### config.mk
export PLATFORM = sky130hd
export DESIGN_NAME = stream_mux_rr
export DESIGN_NICKNAME = d
export VERILOG_FILES = /design/src/rtl/stream_mux_rr.sv
export SDC_FILE = /design/constraint.sdc
export NUM_CORES = 1
export LEC_CHECK = 0
export ABC_AREA = 1
export CAP_MARGIN = 30
export CORE_ASPECT_RATIO = 0.9
export CORE_UTILIZATION = 40
export CTS_BUF_LIST = sky130_fd_sc_hd__clkbuf_8
export DETAILED_ROUTE_END_ITERATION = 10
export HOLD_SLACK_MARGIN = 0.05
export PLACE_DENSITY = 0.81
export SYNTH_ARGS = -nofsm -noshare
export SYNTH_HDL_FRONTEND = slang
export SYNTH_SLANG_ARGS = --single-unit
### constraint.sdc
create_clock -name clk -period 7 [get_ports clk]
set_input_delay 1.4 -clock clk [delete_from_list [all_inputs] [get_ports clk]]
set_output_delay 1.4 -clock clk [all_outputs]
set_load 0.005 [all_outputs]
### src/rtl/stream_mux_rr.sv
// N-channel registered stream mux with round-robin or fixed-select arbitration.
// Each output word is tagged with its source channel in out_ch.

module stream_mux_rr_lane #(
  parameter int WIDTH = 5,
  parameter int SELW  = 2,
  parameter int IDX   = 0
) (
  input  logic             take,
  input  logic [SELW-1:0]  gnt_idx,
  input  logic [WIDTH-1:0] data,
  output logic             ready,
  output logic [WIDTH-1:0] data_m
);
  logic hit;
  assign hit    = (gnt_idx == SELW'(IDX));
  assign ready  = take && hit;
  assign data_m = hit ? data : '0;
endmodule

module stream_mux_rr #(
  parameter int WIDTH = 5,
  parameter int N     = 4,
  parameter int SELW  = $clog2(N)
) (
  input  logic               clk,
  input  logic               reset,
  input  logic               mode,
  input  logic [SELW-1:0]    sel,
  input  logic [N*WIDTH-1:0] in_data,
  input  logic [N-1:0]       in_valid,
  output logic [N-1:0]       in_ready,
  output logic [WIDTH-1:0]   out_data,
  output logic               out_valid,
  input  logic               out_ready,
  output logic [SELW-1:0]    out_ch
);
  typedef struct packed {
    logic [SELW-1:0]  ch;
    logic [WIDTH-1:0] data;
  } word_t;

  word_t                  out_q;
  logic [SELW-1:0]        ptr;
  logic [SELW-1:0]        gnt_idx;
  logic                   gnt_vld;
  logic                   load_en;
  logic                   take;
  logic [N-1:0][WIDTH-1:0] lane_d;
  logic [WIDTH-1:0]       mux_data;

  assign load_en = !out_valid || out_ready;
  assign take    = load_en && gnt_vld && !reset;

  // Round-robin picks the valid channel at the smallest rotated distance from ptr.
  always_comb begin
    int best;
    int d;
    gnt_vld = 1'b0;
    gnt_idx = '0;
    best    = N;
    d       = 0;
    for (int i = 0; i < N; i++) begin
      if (mode) begin
        if (in_valid[i] && sel == SELW'(i)) begin
          gnt_vld = 1'b1;
          gnt_idx = SELW'(i);
        end
      end else begin
        d = (i + N - int'(ptr)) % N;
        if (in_valid[i] && d < best) begin
          best    = d;
          gnt_vld = 1'b1;
          gnt_idx = SELW'(i);
        end
      end
    end
  end

  for (genvar i = 0; i < N; i++) begin : g_lane
    stream_mux_rr_lane #(.WIDTH(WIDTH), .SELW(SELW), .IDX(i)) u_lane (
      .take    (take),
      .gnt_idx (gnt_idx),
      .data    (in_data[i*WIDTH +: WIDTH]),
      .ready   (in_ready[i]),
      .data_m  (lane_d[i])
    );
  end

  always_comb begin
    mux_data = '0;
    for (int i = 0; i < N; i++) mux_data = mux_data | lane_d[i];
  end

  always_ff @(posedge clk or posedge reset) begin
    if (reset) begin
      out_q     <= '0;
      out_valid <= 1'b0;
      ptr       <= '0;
    end else if (take) begin
      out_q.data <= mux_data;
      out_q.ch   <= gnt_idx;
      out_valid  <= 1'b1;
      // Explicit wrap keeps ptr legal when N is not a power of two.
      ptr        <= (gnt_idx == SELW'(N-1)) ? '0 : gnt_idx + SELW'(1);
    end else if (out_ready) begin
      out_valid <= 1'b0;
    end
  end

  assign out_data = out_q.data;
  assign out_ch   = out_q.ch;
endmodule

==> results.cfg, run 1 <==
[power_and_ir_drop]
p_leak_nw = 0.829
total_power_w = 0.000440
pwr-share-clk = 0.138
swShare = 0.408
peakVddDrop_mv = 0.195
pwr-share-seq = 0.235
p_comb_frac = 0.628
switchingPower_w = 0.000180
intPower_w = 0.000261
powerDensity_nw_per_um2 = 277

[timing]
rsz0062_at_grt = no
slew_violations = 0
setup_viol = 0
timing.hold.ws_ns = 0.481
hold_viol_final = 0
post-route-min-period_ns = 6.44
finalCritPeriodShare = 0.920
tns_ns = 0
skew_ns = 0.00105
worst_pin_slew_ns = 0.479
max_freq_mhz = 155
slew_headroom = 0.680

[critical_path]
cpMostUsedCell = inv_1
slowest_delay_ns = 0.47
cpMaxStageDelayCell = clkdlybuf4s50_1
path_class = in -> out
critical_path_buf_inv_count = 9
endpoint = in_ready[0]
crit_fanout = 4
reg2reg_to = out_data[2]
setup.worst_path.start = in_valid[0]
cp-start-kind = primary input
cp-end-kind = output port
crit_arrival_ns = 5.04
worstPathRequired_ns = 5.60
critPathTopFamily = simple AND/OR/NAND/NOR gates
r2r_cells = 32
reg2reg_from = ptr[1]
r2r_slack_ns = 2.94
crit_cells = 31

[place]
port_buffers = 41
hpwl_mm = 2.11
routabilityCongestion = 0.899
dpl_cell_area_um2 = 1430

[run_status]
status = complete, no violations

[finish]
areaGrowthSynthToFinish_pct = 57.5
layout_commonest_cell = clkdlybuf4s50_1
diodes = 0
fin_nets = 231
fillers = 177
most-common-layout-cells = 37 x clkdlybuf4s50_1, 32 x nand2_1, 26 x inv_1
drive_above_1_share = 0.196
final_util = 0.697
multi_input_area_um2 = 621
ff_latch_area_um2 = 250
final_area_um2 = 1590

[logic_synthesis]
synthMuxAreaShare = 0
syn_nets = 178
synth_xor_xnor_area_share = 0.00867
synth.avg_cell_area_um2 = 7.06
yosys.area_share.simple = 0.373
synth_top_area_frac = 0.248
ys_types = 30
yosys.area_share.adder = 0.0620
yosysSeqAreaShare = 0.248
synth_compound_area_frac = 0.138
yosys-top-cells-area = dfrtp_1 25%, nand2_1 13%, inv_1 10%
synthCells = 143
ys_warn_count = 0
synth_top_area_cell = dfrtp_1
ys_ff_latch = 10
synth_top_family_by_area = simple AND/OR/NAND/NOR gates
syn_area_um2 = 1010

[routing]
post_drt_via_cell_ratio = 5.19
drtIter0Drc = 34
avgRoutedWirePerCell_um = 12.2
routed-via-count = 1148
routed_wl_mm = 2.70
ant_nets = 0
drc = 0
firstDrtPassIters = 4

[clocking]
cts_buffer_depth = 2
root_buffer = clkbuf_8
cts_tree = done
cts_sinks = 10
h-tree-depth = 1
postCtsHoldBufs = 0
clock_latency_ns = 0.24
clk_pin_slew_worst_paths_ns = 0.05
cts_made_buffers = 3

[global_routing]
gr-total-overflow = 0
grtUsageTotal = 0.221
grt_max_degree = 12
antenna_found_initial = 0
grt_pass1_vias = 1092
grt_pass1_wl_mm = 4.42

[floorplanning]
io_pins = 42
die_h_um = 49.7
initial_core_util = 0.442
fp-row-count = 16
fp.dieW_um = 55.0
die_area_um2 = 2730
core_area_um2 = 2280

[min_path]
hp-start = out_ch[0]
min_path_type = reg -> reg

[run]
max_cap_violations = 0
-- per-stage QoR --
| step | setup slack, ns | instances |
|---|---|---|
| detailed placement | -0.126 | 209 |
| CTS | 0.0242 | 215 |
| global route | 0.252 | 221 |
| finish | 0.562 | 221 |
| floorplan | 0.979 | 143 |
| global placement | 0.0754 | 209 |
-- synthesized netlist by cell type --
cell / instances
nor3_2: 1
a21oi_1: 1
inv_4: 1
buf_2: 1
nand3_2: 1
nor2_4: 1
nand2_1: 34
nor3_1: 2
inv_2: 2
buf_6: 2
ha_1: 5
nor2_1: 8
buf_4: 4
o22ai_1: 1
o311ai_0: 1
a22o_1: 5
o21ai_1: 3
xor2_1: 1
inv_1: 27
nand3_4: 2
dfrtp_1: 10
nand2_2: 3
nor2_2: 1
a21oi_4: 1
nand3_1: 6
o21ai_0: 4
nor4_2: 1
o21ai_4: 1
a21boi_0: 1
nand4_1: 12
-- area by class of cell --
class | instances | area share
inverters | 30 | 0.0724
flip-flops and latches | 10 | 0.157
repair buffers | 55 | 0.333
multi-input cells | 96 | 0.390
clock buffers | 3 | 0.0260
well taps | 27 | 0.0212
-- kinds of logic (layout without fill, tap and decap cells) --
| group | count (synthesis) | count (layout) |
|---|---|---|
| XOR/XNOR | 1 | 1 |
| AND/OR/NAND/NOR | 72 | 72 |
| AO/OA/AOI/OAI | 18 | 18 |
| flip-flops | 10 | 10 |
| buffers and inverters | 37 | 88 |
| adder cells (fa/ha/maj) | 5 | 5 |
-- routing by layer --
metal | up-vias | global-route usage | wire length, um
met4 | 0 | 0.0583 | 48
met3 | 6 | 0.0648 | 165
li1 | 569 | - | -
met2 | 44 | 0.382 | 1380
met5 | - | 0 | 0
met1 | 529 | 0.258 | 1110
-- registers in the layout, indices dropped and copies added (netlist names) --
register,flops
out_data,5
ptr,2
out_ch,2
out_valid,1
-- worst min-delay path by stage --
stage | slack (ns) | endpoint | depth (start not counted)
after global routing | 0.51 | out_data[1] | 2
after global placement | 0.47 | out_ch[0] | 2
final | 0.48 | out_ch[0] | 2
after CTS | 0.49 | out_ch[1] | 2
after floorplan | 0.47 | out_data[0] | 2
after detailed placement | 0.47 | out_ch[1] | 2
-- power groups by stage --
stage | Combinational [W] | Sequential (W) | Clock [W]
6_report | 0.000276 | 0.000103 | 0.0000606
5_1_grt | 0.000308 | 0.000107 | 0.0000644
4_1_cts | 0.000256 | 0.000104 | 0.0000602
3_5_place_dp | 0.000246 | 0.000104 | 0
3_3_place_gp | 0.000239 | 0.000103 | 0
2_1_floorplan | 0.000150 | 0.000103 | 0
-- timing repair --
item,in CTS,in global routing
pin swaps,0,6
gates resized for setup,4,11
endpoints found under the setup margin,3,4
buffers inserted,3,6
-- worst register-to-register path, delay by kind of cell, from the launching register on --
family / cells / cell delay (ns)
DFF: 1 / 0.43
adders and majority gates: 4 / 1.03
buffers and inverters: 7 / 0.52
xor gates and xnor gates: 1 / 0.17
and+or+nand+nor: 16 / 1.28
AOI/OAI and AO/OA: 4 / 0.52
No activity file was read; power rests on OpenSTA's default activity.
==> run 2, diff against run 1 <==
CORE_MARGIN = 1.5   (was unset)
==> results.cfg, run 2 (synthesis gave the netlist of run 1 again) <==
[global_routing]
antenna_found_initial = 0
gr-total-overflow = 0
grt_pass1_vias = 1053
grt_max_degree = 12
grt_pass1_wl_mm = 4.25
grtUsageTotal = 0.190

[min_path]
min_path_type = reg -> reg

[floorplanning]
initial_core_util = 0.416
fp-row-count = 17
die_area_um2 = 2840
core_area_um2 = 2420
die_h_um = 50.7
io_pins = 42
fp.dieW_um = 56.0

[clocking]
cts_buffer_depth = 2
cts_sinks = 10
cts_tree = done
h-tree-depth = 1
clock_latency_ns = 0.23
clk_pin_slew_worst_paths_ns = 0.04
cts_made_buffers = 3
root_buffer = clkbuf_8

[critical_path]
cp-start-kind = primary input
reg2reg_from = ptr[1]
r2r_cells = 32
path_class = in -> out
worstPathRequired_ns = 5.60
setup.worst_path.start = in_valid[0]
cpMostUsedCell = inv_1
cp-end-kind = output port
slowest_delay_ns = 0.49
cpMaxStageDelayCell = clkdlybuf4s50_1
crit_fanout = 5
reg2reg_to = out_data[1]
crit_arrival_ns = 5.12
endpoint = in_ready[1]
r2r_slack_ns = 2.86

[timing]
slew_headroom = 0.700
tns_ns = 0
hold_viol_final = 0
post-route-min-period_ns = 6.52
timing.hold.ws_ns = 0.485
fin_ws_ns = 0.485
slew_violations = 0
rsz0062_at_grt = no
max_freq_mhz = 153
finalCritPeriodShare = 0.931
setup_viol = 0
skew_ns = 0.00282
worst_pin_slew_ns = 0.450

[finish]
diodes = 0
layout_commonest_cell = clkdlybuf4s50_1
multi_input_area_um2 = 632
fin_nets = 234
most-common-layout-cells = 37 x clkdlybuf4s50_1, 32 x nand2_1, 26 x inv_1
largest_reg_flops = 5
fin_cells = 225
areaGrowthSynthToFinish_pct = 61.3
drive_above_1_share = 0.218
ff_latch_area_um2 = 250
fillers = 197

[routing]
routed_wl_mm = 3.00
drtIter0Drc = 42
avgRoutedWirePerCell_um = 13.3
drc = 0
routed-via-count = 1170
firstDrtPassIters = 4
post_drt_via_cell_ratio = 5.20
ant_nets = 0

[power_and_ir_drop]
peakVddDrop_mv = 0.236
p_leak_nw = 0.845
powerDensity_nw_per_um2 = 277

[place]
pre_cts_ws_ns = -0.0286
placed_cells = 211
hpwl_mm = 2.12
routabilityCongestion = 0.816
port_buffers = 41

[run]
max_cap_violations = 0

[run_status]
status = complete, no violations
-- run 2: timing repair --
| item | 4_1_cts | 5_1_grt |
|---|---|---|
| endpoints found under the setup margin | 1 | 4 |
| hold buffers | 0 | 0 |
| resized for setup | 1 | 17 |
| hold endpoints to repair | 0 | 0 |
| pin swaps | 0 | 6 |
| setup buffers | 0 | 11 |
-- run 2: routing by layer --
metal | part of all wire | track usage | vias to the layer above
met5 | 0 | 0 | -
met4 | 0.038 | 0.107 | 0
met3 | 0.057 | 0.0361 | 11
met2 | 0.52 | 0.320 | 41
met1 | 0.38 | 0.228 | 542
li1 | - | - | 576
-- run 2: stage by stage --
| stage | instance area (um2) | total power [W] | util |
|---|---|---|---|
| floorplan | 1010 | 0.000253 | - |
| global placement | 1440 | 0.000343 | 0.595 |
| detailed placement | 1440 | 0.000351 | 0.595 |
| CTS | 1480 | 0.000413 | 0.612 |
| global route | 1630 | 0.000488 | 0.672 |
| finish | 1630 | 0.000451 | 0.672 |
-- run 2: how the worst min path moves through the flow --
stage | slack, ns | from | depth (start not counted) | to
after floorplan | 0.47 | out_data[0] | 2 | out_data[0]
after global placement | 0.46 | out_data[4] | 2 | out_data[4]
after detailed placement | 0.47 | out_data[2] | 2 | out_data[2]
after CTS | 0.48 | out_data[2] | 2 | out_data[2]
after global routing | 0.51 | out_ch[1] | 2 | out_ch[1]
final | 0.49 | out_data[3] | 2 | out_data[3]
-- run 2: final cells by class --
| class | instances | area share |
|---|---|---|
| Timing Repair Buffer | 58 | 0.341 |
| Clock buffer | 3 | 0.0253 |
| Multi-Input combinational cell | 96 | 0.388 |
| Tap cell | 28 | 0.0215 |
| Inverter | 30 | 0.0707 |
| Sequential cell | 10 | 0.154 |
-- run 2: power by group --
group | internal, W | total [W] | switching [W]
clock | 0.0000375 | 0.0000581 | 0.0000206
combinational | 0.000143 | 0.000289 | 0.000146
sequential | 0.0000840 | 0.000104 | 0.0000199
total | 0.000264 | 0.000451 | 0.000187
-- run 2: critical path, delay by kind of cell --
kind / cells / cell delay, ns
AND/OR/NAND/NOR: 15 / 1.42
buffers and inverters: 9 / 1.15
adder cells (fa/ha/maj): 3 / 0.81
AO/OA/AOI/OAI: 3 / 0.31
==> run 3, diff against run 2 <==
CAP_MARGIN = unset   (was 30)
==> results of run 3 <==
Final layout, timing and power as in run 2 (identical DEF).
